`src/rtl/av2_coeff_tu_scheduler.sv`:
```
// Per-TU coefficient-decode sequencer: descriptor FIFO, decoder launch with
// watchdog supervision, and one valid/ready result per TU.
module av2_coeff_tu_scheduler #(
    parameter int DESC_DEPTH = 4,
    parameter int WATCHDOG   = 8192
) (
    input  logic        clk,
    input  logic        rst,
    input  logic        desc_valid,
    output logic        desc_ready,
    input  logic [5:0]  desc_tx_size,
    input  logic [3:0]  desc_tx_type,
    input  logic [7:0]  desc_qindex,
    input  logic [1:0]  desc_plane,
    input  logic        desc_skip,
    input  logic        flush,
    output logic        dec_start,
    output logic [5:0]  dec_tx_size,
    output logic [3:0]  dec_tx_type,
    output logic [7:0]  dec_qindex,
    input  logic        dec_done,
    input  logic [15:0] dec_num_coeffs,
    output logic        res_valid,
    input  logic        res_ready,
    output logic [1:0]  res_plane,
    output logic [15:0] res_num_coeffs,
    output logic        res_skip,
    output logic        res_timeout,
    output logic        busy,
    output logic [15:0] tu_count
);

    localparam int PTR_W = $clog2(DESC_DEPTH);
    localparam int WD_W  = (WATCHDOG > 2) ? $clog2(WATCHDOG) : 1;
    localparam logic [WD_W-1:0] WD_LAST = WD_W'(WATCHDOG - 1);

    typedef enum logic [1:0] {IDLE, ISSUE, WAIT_DONE, REPORT} state_t;

    typedef struct packed {
        logic [5:0] tx_size;
        logic [3:0] tx_type;
        logic [7:0] qindex;
        logic [1:0] plane;
        logic       skip;
    } desc_t;

    desc_t             mem [DESC_DEPTH];
    desc_t             cur;
    logic [PTR_W:0]    wr_ptr, rd_ptr;
    logic              empty, full, push, pop;
    state_t            state, state_next;
    logic [WD_W-1:0]   wd;
    logic              wd_expire, discard;

    assign empty     = (wr_ptr == rd_ptr);
    assign full      = (wr_ptr[PTR_W] != rd_ptr[PTR_W]) &&
                       (wr_ptr[PTR_W-1:0] == rd_ptr[PTR_W-1:0]);
    assign push      = desc_valid && desc_ready && !flush;
    assign pop       = (state == IDLE) && !empty && !flush;
    assign wd_expire = (wd == WD_LAST);

    always_ff @(posedge clk) begin
        if (push)
            mem[wr_ptr[PTR_W-1:0]] <= '{desc_tx_size, desc_tx_type, desc_qindex,
                                       desc_plane, desc_skip};
    end

    always_ff @(posedge clk) begin
        if (rst || flush) begin
            wr_ptr <= '0;
            rd_ptr <= '0;
        end else begin
            if (push) wr_ptr <= wr_ptr + 1'b1;
            if (pop)  rd_ptr <= rd_ptr + 1'b1;
        end
    end

    always_ff @(posedge clk) begin
        if (rst) state <= IDLE;
        else     state <= state_next;
    end

    // Skip TUs still pass through ISSUE (without a launch) so their result
    // appears two cycles after acceptance; a flush during WAIT_DONE only
    // suppresses the result once the decoder has finished or timed out.
    always_comb begin
        state_next = state;
        unique case (state)
            IDLE:      if (pop) state_next = ISSUE;
            ISSUE:     if (flush)         state_next = IDLE;
                       else if (cur.skip) state_next = REPORT;
                       else               state_next = WAIT_DONE;
            WAIT_DONE: if (dec_done || wd_expire)
                           state_next = (discard || flush) ? IDLE : REPORT;
            REPORT:    if (flush || res_ready) state_next = IDLE;
            default:   state_next = IDLE;
        endcase
    end

    always_comb begin
        desc_ready  = !full;
        dec_start   = (state == ISSUE) && !cur.skip;
        dec_tx_size = cur.tx_size;
        dec_tx_type = cur.tx_type;
        dec_qindex  = cur.qindex;
        res_valid   = (state == REPORT);
        res_plane   = cur.plane;
        busy        = (state != IDLE) || !empty;
    end

    always_ff @(posedge clk) begin
        if (rst) begin
            cur            <= '0;
            wd             <= '0;
            discard        <= 1'b0;
            res_num_coeffs <= '0;
            res_skip       <= 1'b0;
            res_timeout    <= 1'b0;
            tu_count       <= '0;
        end else begin
            if (pop) cur <= mem[rd_ptr[PTR_W-1:0]];
            unique case (state)
                ISSUE: begin
                    wd             <= '0;
                    discard        <= 1'b0;
                    res_num_coeffs <= '0;
                    res_skip       <= cur.skip;
                    res_timeout    <= 1'b0;
                end
                WAIT_DONE: begin
                    if (flush) discard <= 1'b1;
                    if (dec_done) begin
                        res_num_coeffs <= dec_num_coeffs;
                        res_timeout    <= 1'b0;
                    end else if (wd_expire) begin
                        res_num_coeffs <= '0;
                        res_timeout    <= 1'b1;
                    end else begin
                        wd <= wd + 1'b1;
                    end
                end
                REPORT: if (res_ready && !flush) tu_count <= tu_count + 1'b1;
                default: ;
            endcase
        end
    end

endmodule
```
`config.mk`:
```
export PLATFORM = sky130hd
export DESIGN_NAME = av2_coeff_tu_scheduler
export DESIGN_NICKNAME = d
export VERILOG_FILES = /design/src/rtl/av2_coeff_tu_scheduler.sv
export SDC_FILE = /design/constraint.sdc
export NUM_CORES = 1
export LEC_CHECK = 0
export ABC_AREA = 1
export BUFFER_PORTS_ARGS = -buffer_cell sky130_fd_sc_hd__buf_4
export CAP_MARGIN = 20
export CORE_ASPECT_RATIO = 0.6
export CORE_UTILIZATION = 50
export CTS_CLUSTER_SIZE = 16
export DETAILED_ROUTE_END_ITERATION = 16
export PLACE_DENSITY = 0.71
export REMOVE_ABC_BUFFERS = 1
export SYNTH_ARGS = -nofsm -noshare
export SYNTH_HDL_FRONTEND = slang
export SYNTH_SLANG_ARGS = --single-unit
```
`constraint.sdc`:
```
create_clock -name clk -period 4.9 [get_ports clk]
set_input_delay 0 -clock clk [delete_from_list [all_inputs] [get_ports clk]]
set_output_delay 0 -clock clk [all_outputs]
set_load 0.02 [all_outputs]
```
Yosys cells after proc, flatten, opt, wreduce, memory -nomap -nowiden. Memories as Yosys holds them, arrays and structs flattened. A register that Yosys moved wholly into a read port is not among the register bits. Cells that the tools add are included.

Bits in registers: 56. Memory bits (writable): 84. Word-level logic and storage cells: 72. Memories: 1.

Memories: mem (depth 4, bits a word 21, rd ports 1, clocked after Yosys merged registers in 1, wr ports 1, line 47) `desc_t mem [DESC_DEPTH];`.

Add/subtract/negate cells: 4. Equal/unequal tests: 14. Multiplexer cells: 20. Reduce and logical (&&, ||, !) cells: 24.

Operators with widths (number): two-way mux 16 bit (2); case mux 16 bit (2 select lines) (1); two-way mux 13 bit (2); case mux 13 bit (2 select lines) (1); adder 16 x 1 -> 16 bit, second input constant (1); adder 13 x 1 -> 13 bit, second input constant (1); equality test 13 bit, second input constant (1); two-way mux 2 bit (5); inequality test 2 bit, second input constant (5); case mux 2 bit (4 select lines) (1); logical AND 1 bit (7); adder 3 x 1 -> 3 bit, second input constant (2); two-way mux 1 bit (6); AND reduction 2 bit (3); AND reduction 3 bit (2); logical OR 1 bit (5); equality test 2 bit, second input constant (2); logical NOT 1 bit (4); case mux 1 bit (2 select lines) (2); nonzero test 2 bit (2); equality test 3 bit (1); inequality test 3 bit, second input constant (1); equality test 2 x 1 -> 1 bit, second input constant (1); equality test 2 bit (1); 3 further kinds (3).

Depth between registers and ports, before layout.
Depth in word-level cells: 7. Gate-level depth with buffers: 11. Mapped depth without buffers: 10.

Worst setup path before layout. OpenSTA, ideal clock, no wires.

Path kind: register -> register. From: register rd_ptr[1]. To: memory mem[0][0] (netlist name), enable pin. Arrival time: 2.083 ns. Required time: 4.501 ns. Setup slack: 2.419 ns. Cell stages (with the launch flop): 9. Path buffers: 0. Clock period less this slack: 2.481 ns. Cells stage by stage: dfxtp_1 inv_2 nand2_1 nand2_1 nand4_1 nand2_1 nor2_1 inv_2 nor2_1.

Word-level cells in the longest chain between the ends: 7.

RTL lines: start: declaration (line 49) `logic [PTR_W:0] wr_ptr, rd_ptr;`; start signal: assignment (line 74) `if (pop) rd_ptr <= rd_ptr + 1'b1;`; equality test 2 bit (line 57) `(wr_ptr[PTR_W-1:0] == rd_ptr[PTR_W-1:0]);`; logical AND 1 bit (line 56) `assign full = (wr_ptr[PTR_W] != rd_ptr[PTR_W]) &&`; logical NOT 1 bit (line 101) `desc_ready = !full;`; named net desc_ready (line 10) `output logic desc_ready,`; logical AND 1 bit (2 in a row) (line 58) `assign push = desc_valid && desc_ready && !flush;`; two-way mux 1 bit (line 63) `if (push)`; two-way mux 1 bit (implied by the code) (line 64) `mem[wr_ptr[PTR_W-1:0]] <= '{desc_tx_size, desc_tx_type, desc_qindex,`; end: declaration (line 47).

The timed path passes the listed nets, and every way through them passes these cells.

Worst setup path after layout.
From: register rd_ptr[1]. To: memory mem[0][12] (netlist name), enable pin.

Word-level cells in the longest chain between the ends: 7.

RTL lines (line): equality test 2 bit (57); logical AND 1 bit (56); logical NOT 1 bit (101); logical AND 1 bit (2 in a row) (58); two-way mux 1 bit (63); two-way mux 1 bit (implied by the code) (64).

Every way passes these cells.

==> impl_metrics.toml <==
[die]
die_w_um = 154.3
core_area_um2 = 13210
die_y_um = 93.39
rows = 32
die-area_um2 = 14410
start_util_pct = 52.68
io_pins = 101

[setup_path]
worstPathArrival_ns = 2.82
path_class = "register to register"
r2r_cells = 10
cp-startpoint = "rd_ptr[1]"
cp_cell_sequence = "buf_4 -> inv_2 -> nand2_1 -> nand2_1 -> nand4_1 -> nand2_1 -> nor2_1 -> inv_2 -> nor2_2 -> buf_8"
r2r_setup_slack_ns = 2.21
worst_path_most_repeated_cell = "nand2_1"
cp_max_fo = 24
cpPeakStageDelay_ns = 0.56
reg2reg_to = "mem[0][12]"
critPathBufInv = 4
crit_path_top_delay_cell = "nor2_2"
cp.required_ns = 5.03
cp-end-kind = "register"
worstReg2RegStart = "rd_ptr[1]"
cp_top_family = "simple AND/OR/NAND/NOR gates"
start_kind = "register"

[synthesis]
async_flop_share_pct = 0
synth-main-ff-cell = "edfxtp_1"
yosys-top-cells-area = "edfxtp_1, dfxtp_1, nand2_1, o21ai_0, nor2_1"
synth_top_cell_by_area = "edfxtp_1"
synth_edf_count = 84
syn_inst = 729
ys_types = 37
yosysSeqAreaShare_pct = 58.39
synth.ff_latch_count = 161
synth.most_common_cell = "nand2_1"
synth_top_family_by_area = "simple AND/OR/NAND/NOR gates"
synth.top_cells.by_count = "nand2_1, edfxtp_1, nor2_1"
synth.top_cell.area_share_pct = 36.24
yosys.area_share.simple_pct = 17.80
yosys_warnings = 0
yosys-mux-area-fraction_pct = 0
synth_fa_ha_area_share_pct = 2.157
syn_area_um2 = 6960
synthXorXnorAreaFrac_pct = 0.7730
syn_avg_cell_area_um2 = 9.548
synth-compound-area-share_pct = 13.27

[global_routing]
antenna_found_initial = 0
grt.overflow.total = 0
grt_max_degree = 53
grt_util_all_layers_pct = 23.75
grt_pass1_vias = 5292
grt_pass1_wl_um = 26190

[placement]
post-place-ws_ns = 2.071
dp.cells = 951
hpwl_um = 10660
place_area_um2 = 7634
port_buffers = 100
place_congestion = 0.8587

[power]
p_int_mw = 2.489
seqPwrFrac_pct = 42.5
finalPower_mw = 3.620
power.density_nw_per_um2 = 416.9
switching_share_pct = 31.25
irDropWorstVdd_mv = 0.2670
pwr-share-clk_pct = 35.8
combPwrFrac_pct = 21.7
cellLeakagePower_nw = 3.279
switchingPower_mw = 1.131

[timing]
tightest_slew_ns = 0.8021
min_period_over_period_pct = 54.91
setup_violations = 0
fin_crit_ns = 2.691
timing.hold.ws_ns = 0.1196
skew_ns = 0.01382
fin_tns_setup_ns = 0
worst_slew_margin_rel_pct = 46.53
hold_viol_final = 0
fmax_ghz = 0.3717
setup_ws_ns = 2.209
finalMaxSlewViolations = 0
rsz0062_at_grt = "no"

[route]
vias = 5462
ant_nets = 0
firstDrtPassIters = 5
routed_wl_um = 16340
routedWlPerCell_um = 15.91
drt-initial-drc-count = 450
viasPerCell = 5.318
drcViolationCount = 0

[clocking]
numCtsBuffers = 17
clkSinkCount = 161
cts_tree = "done"
cts_buffer_depth = 2
cts-root-buf = "clkbuf_16"
htree_num_levels = 4
clk_latency_ns = 0.42
path_clk_slew_ns = 0.06

[min_path]
hold_path_startpoint = "rst"
holdPathStages = 2
hold_end = "tu_count[13]"
min_path_type = "input pin to register"

[cells_and_area]
nets = 899
ff_latch_area_um2 = 4064
antenna_cells = 0
multi_input_area_um2 = 2376
stdcell_count = 1027
finish.utilization_pct = 65.71
final_area_um2 = 8682
final_layout_size_suffix_gt1_share_pct = 21.94
area_growth_pct = 24.73
nFillCells = 1013

[run]
maxCapViolCount = 0

[outcome]
run_status = "completed"
==> sequential cells by signal, summed over array words and instances (netlist names) <==
signal,flops
wr_ptr,3
discard,1
rd_ptr,3
dec_tx_type,4
mem,84
state,2
dec_qindex,8
dec_tx_size,6
res_num_coeffs,16
tu_count,16
wd,13
res_timeout,1
cur,1
res_skip,1
res_plane,2
==> how the worst max path moves through the flow <==
stage	to	slack [ns]	depth (start not counted)
6_report	mem[0][12]	2.21	10
5_1_grt	mem[3][1]	2.07	10
3_5_place_dp	mem[0][10]	2.07	9
3_3_place_gp	mem[3][5]	2.14	9
4_1_cts	mem[0][11]	2.03	9
2_1_floorplan	mem[0][0]	1.82	6
==> layout make-up <==
class	instances	area share [%]
clock buffer	21	5.678
sequential	161	46.81
multi-input combinational	464	27.37
timing repair buffer	147	14.38
inverter	53	2.306
clock inverter	11	1.009
tap	170	2.450
==> layout by cell type (no fill, tap or decap), types with 10 or more instances in the layout <==
cell and count:
nor2_1 76, dlygate4sd3_1 41, clkbuf_16 19, buf_4 102, o21ai_0 62, nand2_2 13
nor3_1 13, a21oi_2 14, nand3_1 10, inv_1 48, ha_1 12, edfxtp_1 84
o22ai_1 21, dfxtp_1 77, nand2_1 145, a21oi_1 58
==> power groups by stage <==
stage / Clock (mW) / Sequential [mW] / Combinational (mW)
3_3_place_gp: 0 / 1.56 / 0.726
3_5_place_dp: 0 / 1.57 / 0.747
5_1_grt: 1.37 / 1.55 / 0.867
6_report: 1.30 / 1.54 / 0.786
2_1_floorplan: 0 / 1.61 / 0.433
4_1_cts: 1.31 / 1.54 / 0.776
==> repair_timing <==
item	in CTS	in global routing
hold buffers	41	0
gates resized for setup	0	0
setup buffers	0	0
endpoints found under the setup margin	0	0
hold endpoints to repair	108	0
==> routing by layer <==
metal	up-vias	routed length, um	GRT usage, %	part of all wire, %
li1	2671	-	-	-
met4	0	258	7.343	1.6
met1	2561	7702	32.99	47
met2	205	7121	36.44	44
met3	25	1261	6.256	7.7
met5	-	0	0	0
==> cell families (layout without fill, tap and decap cells) <==
kind of cell	count (synthesis)	after routing
and+or+nand+nor	283	283
AOI/OAI and AO/OA	165	165
DFF	161	161
buffers and inverters	104	232
adders and majority gates	12	12
xor gates and xnor gates	4	4
Note: power is estimated with default switching activity, not from simulation.
